<file path="src/rtl/fetch_ctrl_pkg.sv">
// Shared definitions for the instruction-fetch sequencer: state encoding,
// boot address and sequential PC step.
package fetch_ctrl_pkg;

  typedef enum logic [1:0] {
    BOOT = 2'd0,
    REQ  = 2'd1,
    WAIT = 2'd2,
    HOLD = 2'd3
  } fetch_state_t;

  localparam logic [31:0] RESET_PC_DEF = 32'h1c000000;
  localparam int          PC_INC       = 4;

endpackage

</file>
<file path="src/rtl/fetch_ctrl.sv">
// Instruction-fetch sequencer: single-outstanding SRAM-like fetch, one-entry
// instruction buffer toward IF/ID, and branch redirect with in-flight cancel.
//
// state | meaning
// BOOT  | one idle cycle after reset release
// REQ   | inst_sram_req high on fetch_pc, waiting for addr_ok
// WAIT  | one access outstanding, waiting for data_ok
// HOLD  | instruction buffered, o_if_valid high until taken or redirected
module fetch_ctrl
  import fetch_ctrl_pkg::*;
#(
  parameter int              PC_W     = 32,
  parameter logic [PC_W-1:0] RESET_PC = PC_W'(RESET_PC_DEF)
) (
  input  logic            clk,
  input  logic            rst,
  input  logic            br_taken,
  input  logic [PC_W-1:0] br_target,
  output logic            inst_sram_req,
  output logic [PC_W-1:0] inst_sram_addr,
  input  logic            inst_sram_addr_ok,
  input  logic            inst_sram_data_ok,
  input  logic [31:0]     inst_sram_rdata,
  output logic            o_if_valid,
  input  logic            i_if_ready,
  output logic [PC_W-1:0] if_pc,
  output logic [31:0]     if_inst
);

  fetch_state_t    state, state_nxt;
  logic [PC_W-1:0] fetch_pc, fetch_pc_nxt;
  logic            cancel, cancel_nxt;
  logic            load_inst;

  always_ff @(posedge clk or posedge rst) begin
    if (rst) begin
      state    <= BOOT;
      fetch_pc <= RESET_PC;
      cancel   <= 1'b0;
      if_pc    <= RESET_PC;
      if_inst  <= '0;
    end else begin
      state    <= state_nxt;
      fetch_pc <= fetch_pc_nxt;
      cancel   <= cancel_nxt;
      if (load_inst) begin
        if_pc   <= fetch_pc;
        if_inst <= inst_sram_rdata;
      end
    end
  end

  always_comb begin
    state_nxt    = state;
    fetch_pc_nxt = fetch_pc;
    cancel_nxt   = cancel;
    load_inst    = 1'b0;
    unique case (state)
      BOOT: state_nxt = REQ;
      REQ: begin
        // A same-cycle handshake commits the old address, so it must be cancelled.
        if (inst_sram_addr_ok) begin
          state_nxt = WAIT;
          if (br_taken) begin
            cancel_nxt   = 1'b1;
            fetch_pc_nxt = br_target;
          end
        end else if (br_taken) begin
          fetch_pc_nxt = br_target;
        end
      end
      WAIT: begin
        if (inst_sram_data_ok) begin
          state_nxt  = REQ;
          cancel_nxt = 1'b0;
          if (br_taken) begin
            fetch_pc_nxt = br_target;
          end else if (!cancel) begin
            state_nxt = HOLD;
            load_inst = 1'b1;
          end
        end else if (br_taken) begin
          cancel_nxt   = 1'b1;
          fetch_pc_nxt = br_target;
        end
      end
      HOLD: begin
        if (br_taken) begin
          state_nxt    = REQ;
          fetch_pc_nxt = br_target;
        end else if (i_if_ready) begin
          state_nxt    = REQ;
          fetch_pc_nxt = fetch_pc + PC_W'(PC_INC);
        end
      end
      default: state_nxt = BOOT;
    endcase
  end

  assign inst_sram_req  = (state == REQ);
  assign inst_sram_addr = fetch_pc;
  assign o_if_valid     = (state == HOLD);

endmodule

</file>
<file path="config.mk">
export PLATFORM = sky130hd
export DESIGN_NAME = fetch_ctrl
export DESIGN_NICKNAME = d
export VERILOG_FILES = /design/src/rtl/fetch_ctrl_pkg.sv /design/src/rtl/fetch_ctrl.sv
export SDC_FILE = /design/constraint.sdc
export NUM_CORES = 1
export LEC_CHECK = 0
export ABC_AREA = 1
export BUFFER_PORTS_ARGS = -buffer_cell sky130_fd_sc_hd__buf_4
export CAP_MARGIN = 40
export CORE_ASPECT_RATIO = 1.1
export CORE_MARGIN = 2
export CORE_UTILIZATION = 40
export DETAILED_ROUTE_END_ITERATION = 10
export GPL_TIMING_DRIVEN = 0
export PLACE_DENSITY = 0.68
export SLEW_MARGIN = 0
export SYNTH_ARGS = -nofsm -noshare
export SYNTH_HDL_FRONTEND = slang
export SYNTH_SLANG_ARGS = --single-unit
export TNS_END_PERCENT = 50
</file>
<file path="constraint.sdc">
create_clock -name clk -period 2.9 [get_ports clk]
set_clock_uncertainty 0.1 [all_clocks]
set_input_delay 0.145 -clock clk [delete_from_list [all_inputs] [get_ports clk]]
set_output_delay 0.145 -clock clk [all_outputs]
set_load 0.02 [all_outputs]
</file>
# Word-level counts from Yosys, hierarchy flattened
# Index checks and enable logic that the tools add are counted.
[op_classes] addsub=1 eq_ne=7 mux=19 n_reduce_logical=7
[ops] op="two-way mux 32 bit" count=3
[ops] op="one-hot mux 32 bit (2 select lines)" count=1
[ops] op="adder 32 x 3 -> 32 bit, second input constant" count=1
[ops] op="two-way mux 2 bit" count=6
[ops] op="one-hot mux 2 bit (4 select lines)" count=1
[ops] op="two-way mux 1 bit" count=7
[ops] op="AND reduction 3 bit" count=2
[ops] op="equality test 2 bit, second input constant" count=2
[ops] op="inequality test 2 x 1 -> 1 bit, second input constant" count=2
[ops] op="nonzero test 2 bit" count=2
[ops] op="inequality test 3 x 2 -> 1 bit, second input constant" count=1
[ops] op="equality test 2 x 1 -> 1 bit, second input constant" count=1
[ops] op="logical NOT 2 bit" count=1
[ops] op="inequality test 2 bit, second input constant" count=1
[ops] op="one-hot mux 1 bit (2 select lines)" count=1
[ops] op="AND reduction 2 bit" count=1
[ops] op="OR reduction 2 bit" count=1
[word_totals] ff_bits=99 input_bits=70 out_inout_bits=98 wordCells=39

# Depth between registers and ports, before layout
[logic_depth] word_depth=4 ltp_mapped=11 depth_no_buf=11

# Least setup slack after synthesis
# Ideal clock, no wire load.
[synth_path] kind="register -> register" startpoint="register state[0]" endpoint="register fetch_pc[14] (netlist: inst_sram_addr[14])" setup_ns=0.120 arrival_time_ns=1.489 slack_ns=1.191 stages_incl_launch_ff=10 path_buffers=1 path_cell_list="dfrtp_1 > inv_1 > ha_1 > inv_1 > nor2_1 > nor3_4 > inv_2 > buf_6 > a21oi_1 > nor2_1"
[synth_via] elab_chain_cells=4 elab_cells_between_ends=9
[synth_rtl] item="start, declared" line_no="fetch_ctrl.sv:30" rtl="fetch_state_t state, state_nxt;"
[synth_rtl] item="start signal, assigned" line_no="fetch_ctrl.sv:43" rtl="state <= state_nxt;"
[synth_rtl] item="equality test 2 x 1 -> 1 bit or equality test 2 bit (tied branches)" line_no="fetch_ctrl.sv:58" rtl="unique case (state)"
[synth_rtl] item="OR reduction 2 bit (no source line)"
[synth_rtl] item="inequality test 2 x 1 -> 1 bit (no source line) or nonzero test 2 bit (tied branches)"
[synth_rtl] item="AND reduction 3 bit (no source line)"
[synth_rtl] item="end signal, assigned" line_no="fetch_ctrl.sv:44" rtl="fetch_pc <= fetch_pc_nxt;"
[synth_rtl] item="end, declared" line_no="fetch_ctrl.sv:31" rtl="logic [PC_W-1:0] fetch_pc, fetch_pc_nxt;"
# Parallel ways exist; a longest one is shown, timed or not.
# A chain may end at the register's enable or synchronous reset.

# Final worst setup path
[layout_path] startpoint="register state[0]" endpoint="register fetch_pc[25] (netlist: inst_sram_addr[25])"
# Same word-level chain as after synthesis.

==> metrics <==
status completed; Cells after Synth 597; Post-Layout Cell Count slightly below 1000; relative slew slack 0.590; Cell Chain, Critical Path inv_1 > ha_1 > inv_1 > nor2_1 > nor3_4 > inv_2 > buf_6 > nor2_1 > nand2_1 > nand2_1; CP Max Fanout 10; Cells after DPL a little over 900; number of setup violations in the final report 0; CTS tree done; CTS resizes 0; Clock Path Buffers 2; sequential cell area fraction in the yosys report 0.503; VDD IR max approximately 0.43 mV; Final Hold Violating Endpoints 0; Worst Max-Slew Pin Slew 0.614 ns; EDFF count, synth 0; PortBufs roughly 170; GRT Util Overall 0.241; PD cells ~1000 nW/um^2; Netlist Area Pre-Place ~5000 sq um; CTS root buf clkbuf_16; clock sink count approximately 100; unrepaired setup endpoints after global routing no; Arr. time, crit path approximately 2.3 ns; Min-Delay Path Class primary input to register; cell family with most CP delay simple AND/OR/NAND/NOR gates; Die H 121 um; Synth area leader dfrtp_1; slowest cell delay on critical path 0.39 ns; row count 42; Area Growth Syn to Fin 43.8%; vias a little under 5000; async set-reset flop share out of synthesis 1.00; Max-Cap Viols 0; WP buf/inv 4; H-Tree Depth 3; Slowest cell on crit path dfrtp_1; vias in the first global route just under 5000; final antenna-violating net count 0; Most used DFF post-synth dfrtp_1; DR iter-0 viols about 360; final cycle utilization of the critical path 0.737; Startpoint Class register; largest net degree at the start of global routing 57; cts hold-fix bufs 36; Setup crit end kind register; Worst EP required 3.09 ns; Post-DP HPWL between 10 and 15 mm; gr ovfl total 0; initial core utilization 0.411; area share of the largest cell type after synthesis 0.471; io pins approximately 170; Num CTS Buffers 9; fin. max-slew vios 0; first-pass GRT wire length roughly 24 mm; first drt pass iteration count 7; critical path class register to register; gpl congestion between 0.9 and 1; antenna cells 0; die span in x between 100 and 150 um; Yosys warnings 0; drt drc 0; Mapped Avg Cell Area 8.28 sq um; Post-CTS Setup Bufs 0; DIE AREA 13300 sq um; most frequent cells in the layout nand2_1 (168), buf_4 (168), dfrtp_1 (93); WL/cell between 15 and 20 um; final WL 15.6 mm; Worst-Skew Late Latency approximately 0.34 ns; final net count just under 900; layout cells sized above 1 0.313; leakage about 3.6 nW; Fmax 468 MHz; vias per cell between 5 and 6; #FFs+latches synth 99; initial antenna violation count 0; Syn Nets between 600 and 700; Yosys cell types 26; Clk pin slew, worst setup/hold paths 0.07 ns; Synth area leaders dfrtp_1 (47%), nand2_1 (13%), mux2_2 (8.2%), nor2_1 (6.2%), o21ai_0 (5.7%); hold slack between 0.02 and 0.03 ns; post-layout min period between 2 and 2.5 ns; core box area roughly 12000 sq um
-- stage by stage --
stage / instance area (sq um) / setup TNS [ns] / total power (W) / setup slack [ns] / util
2_1_floorplan: 4940 / 0 / 0.00429 / 0.0745 / -
3_3_place_gp: 6390 / -98.12 / 0.00565 / -1.06 / 0.531
3_5_place_dp: 6420 / 0 / 0.00574 / 0.823 / 0.533
4_1_cts: 7100 / 0 / 0.00712 / 0.779 / 0.590
5_1_grt: 7100 / 0 / 0.00755 / 0.613 / 0.590
6_report: 7100 / 0 / 0.00710 / 0.762 / 0.590
-- layout make-up --
class,instances,area [sq um]
Buffer,21,124
Clock buffer,11,243
Clock inverter,5,82.6
Fill cell,1098,4930
Inverter,51,194
Multi-Input combinational cell,426,2140
Sequential cell,99,2480
Tap cell,154,193
Timing Repair Buffer,204,1640
-- registers in the layout (all words and copies together), names as in the netlist --
name	count
state	2
cancel	1
inst_sram_addr	32
if_inst	32
if_pc	32
-- power by group --
group          internal (W)  switching [W]
logic               0.00132        0.00202
registers           0.00191       0.000530
clock network      0.000785       0.000533
total               0.00401        0.00309
-- kinds of logic after synthesis --
family,Yosys count,share of synthesized area
simple gates,302,0.250
buf+inv,72,0.0638
compound gates,83,0.0889
fa+ha+maj,5,0.0127
flops,99,0.503
mux,36,0.0820
-- worst paths after layout --
check                         startpoint            endpoint  slack, ns  cells past startpoint
min reg2reg                    if_pc[12]           if_pc[12]       0.39                      2
max                             state[0]  inst_sram_addr[25]       0.76                     10
max in group asynchronous            rst           if_pc[27]       1.62                      4
min in group asynchronous            rst         if_inst[29]       0.32                      3
max reg2reg                     state[0]  inst_sram_addr[25]       0.76                     10
min                        br_target[16]  inst_sram_addr[16]       0.03                      5
-- Yosys cell counts (all sizes together), types with 3 or more instances --
master,n
a21oi,14
dfstp,6
nor2,87
or2,4
ha,5
a22oi,4
buf,14
inv,51
o22ai,6
dfrtp,93
nand2,171
nand4,3
o21ai,56
clkbuf,7
mux2,36
nand3,36
-- layer usage --
layer / wire (um) / vias up / global-route usage
met4: 403 / 0 / 0.106
met2: 7750 / 198 / 0.406
li1: - / 2359 / -
met5: 0 / - / 0
met3: 1010 / 30 / 0.0334
met1: 6440 / 2308 / 0.306
-- worst reg2reg max path: cells and delay by family (launching register included) --
family                     cells  cell delay, ns
DFF                            1            0.39
adders and majority gates      1            0.32
and+or+nand+nor                5            0.73
buffers and inverters          4            0.56
(Power assumes the default switching activity.)
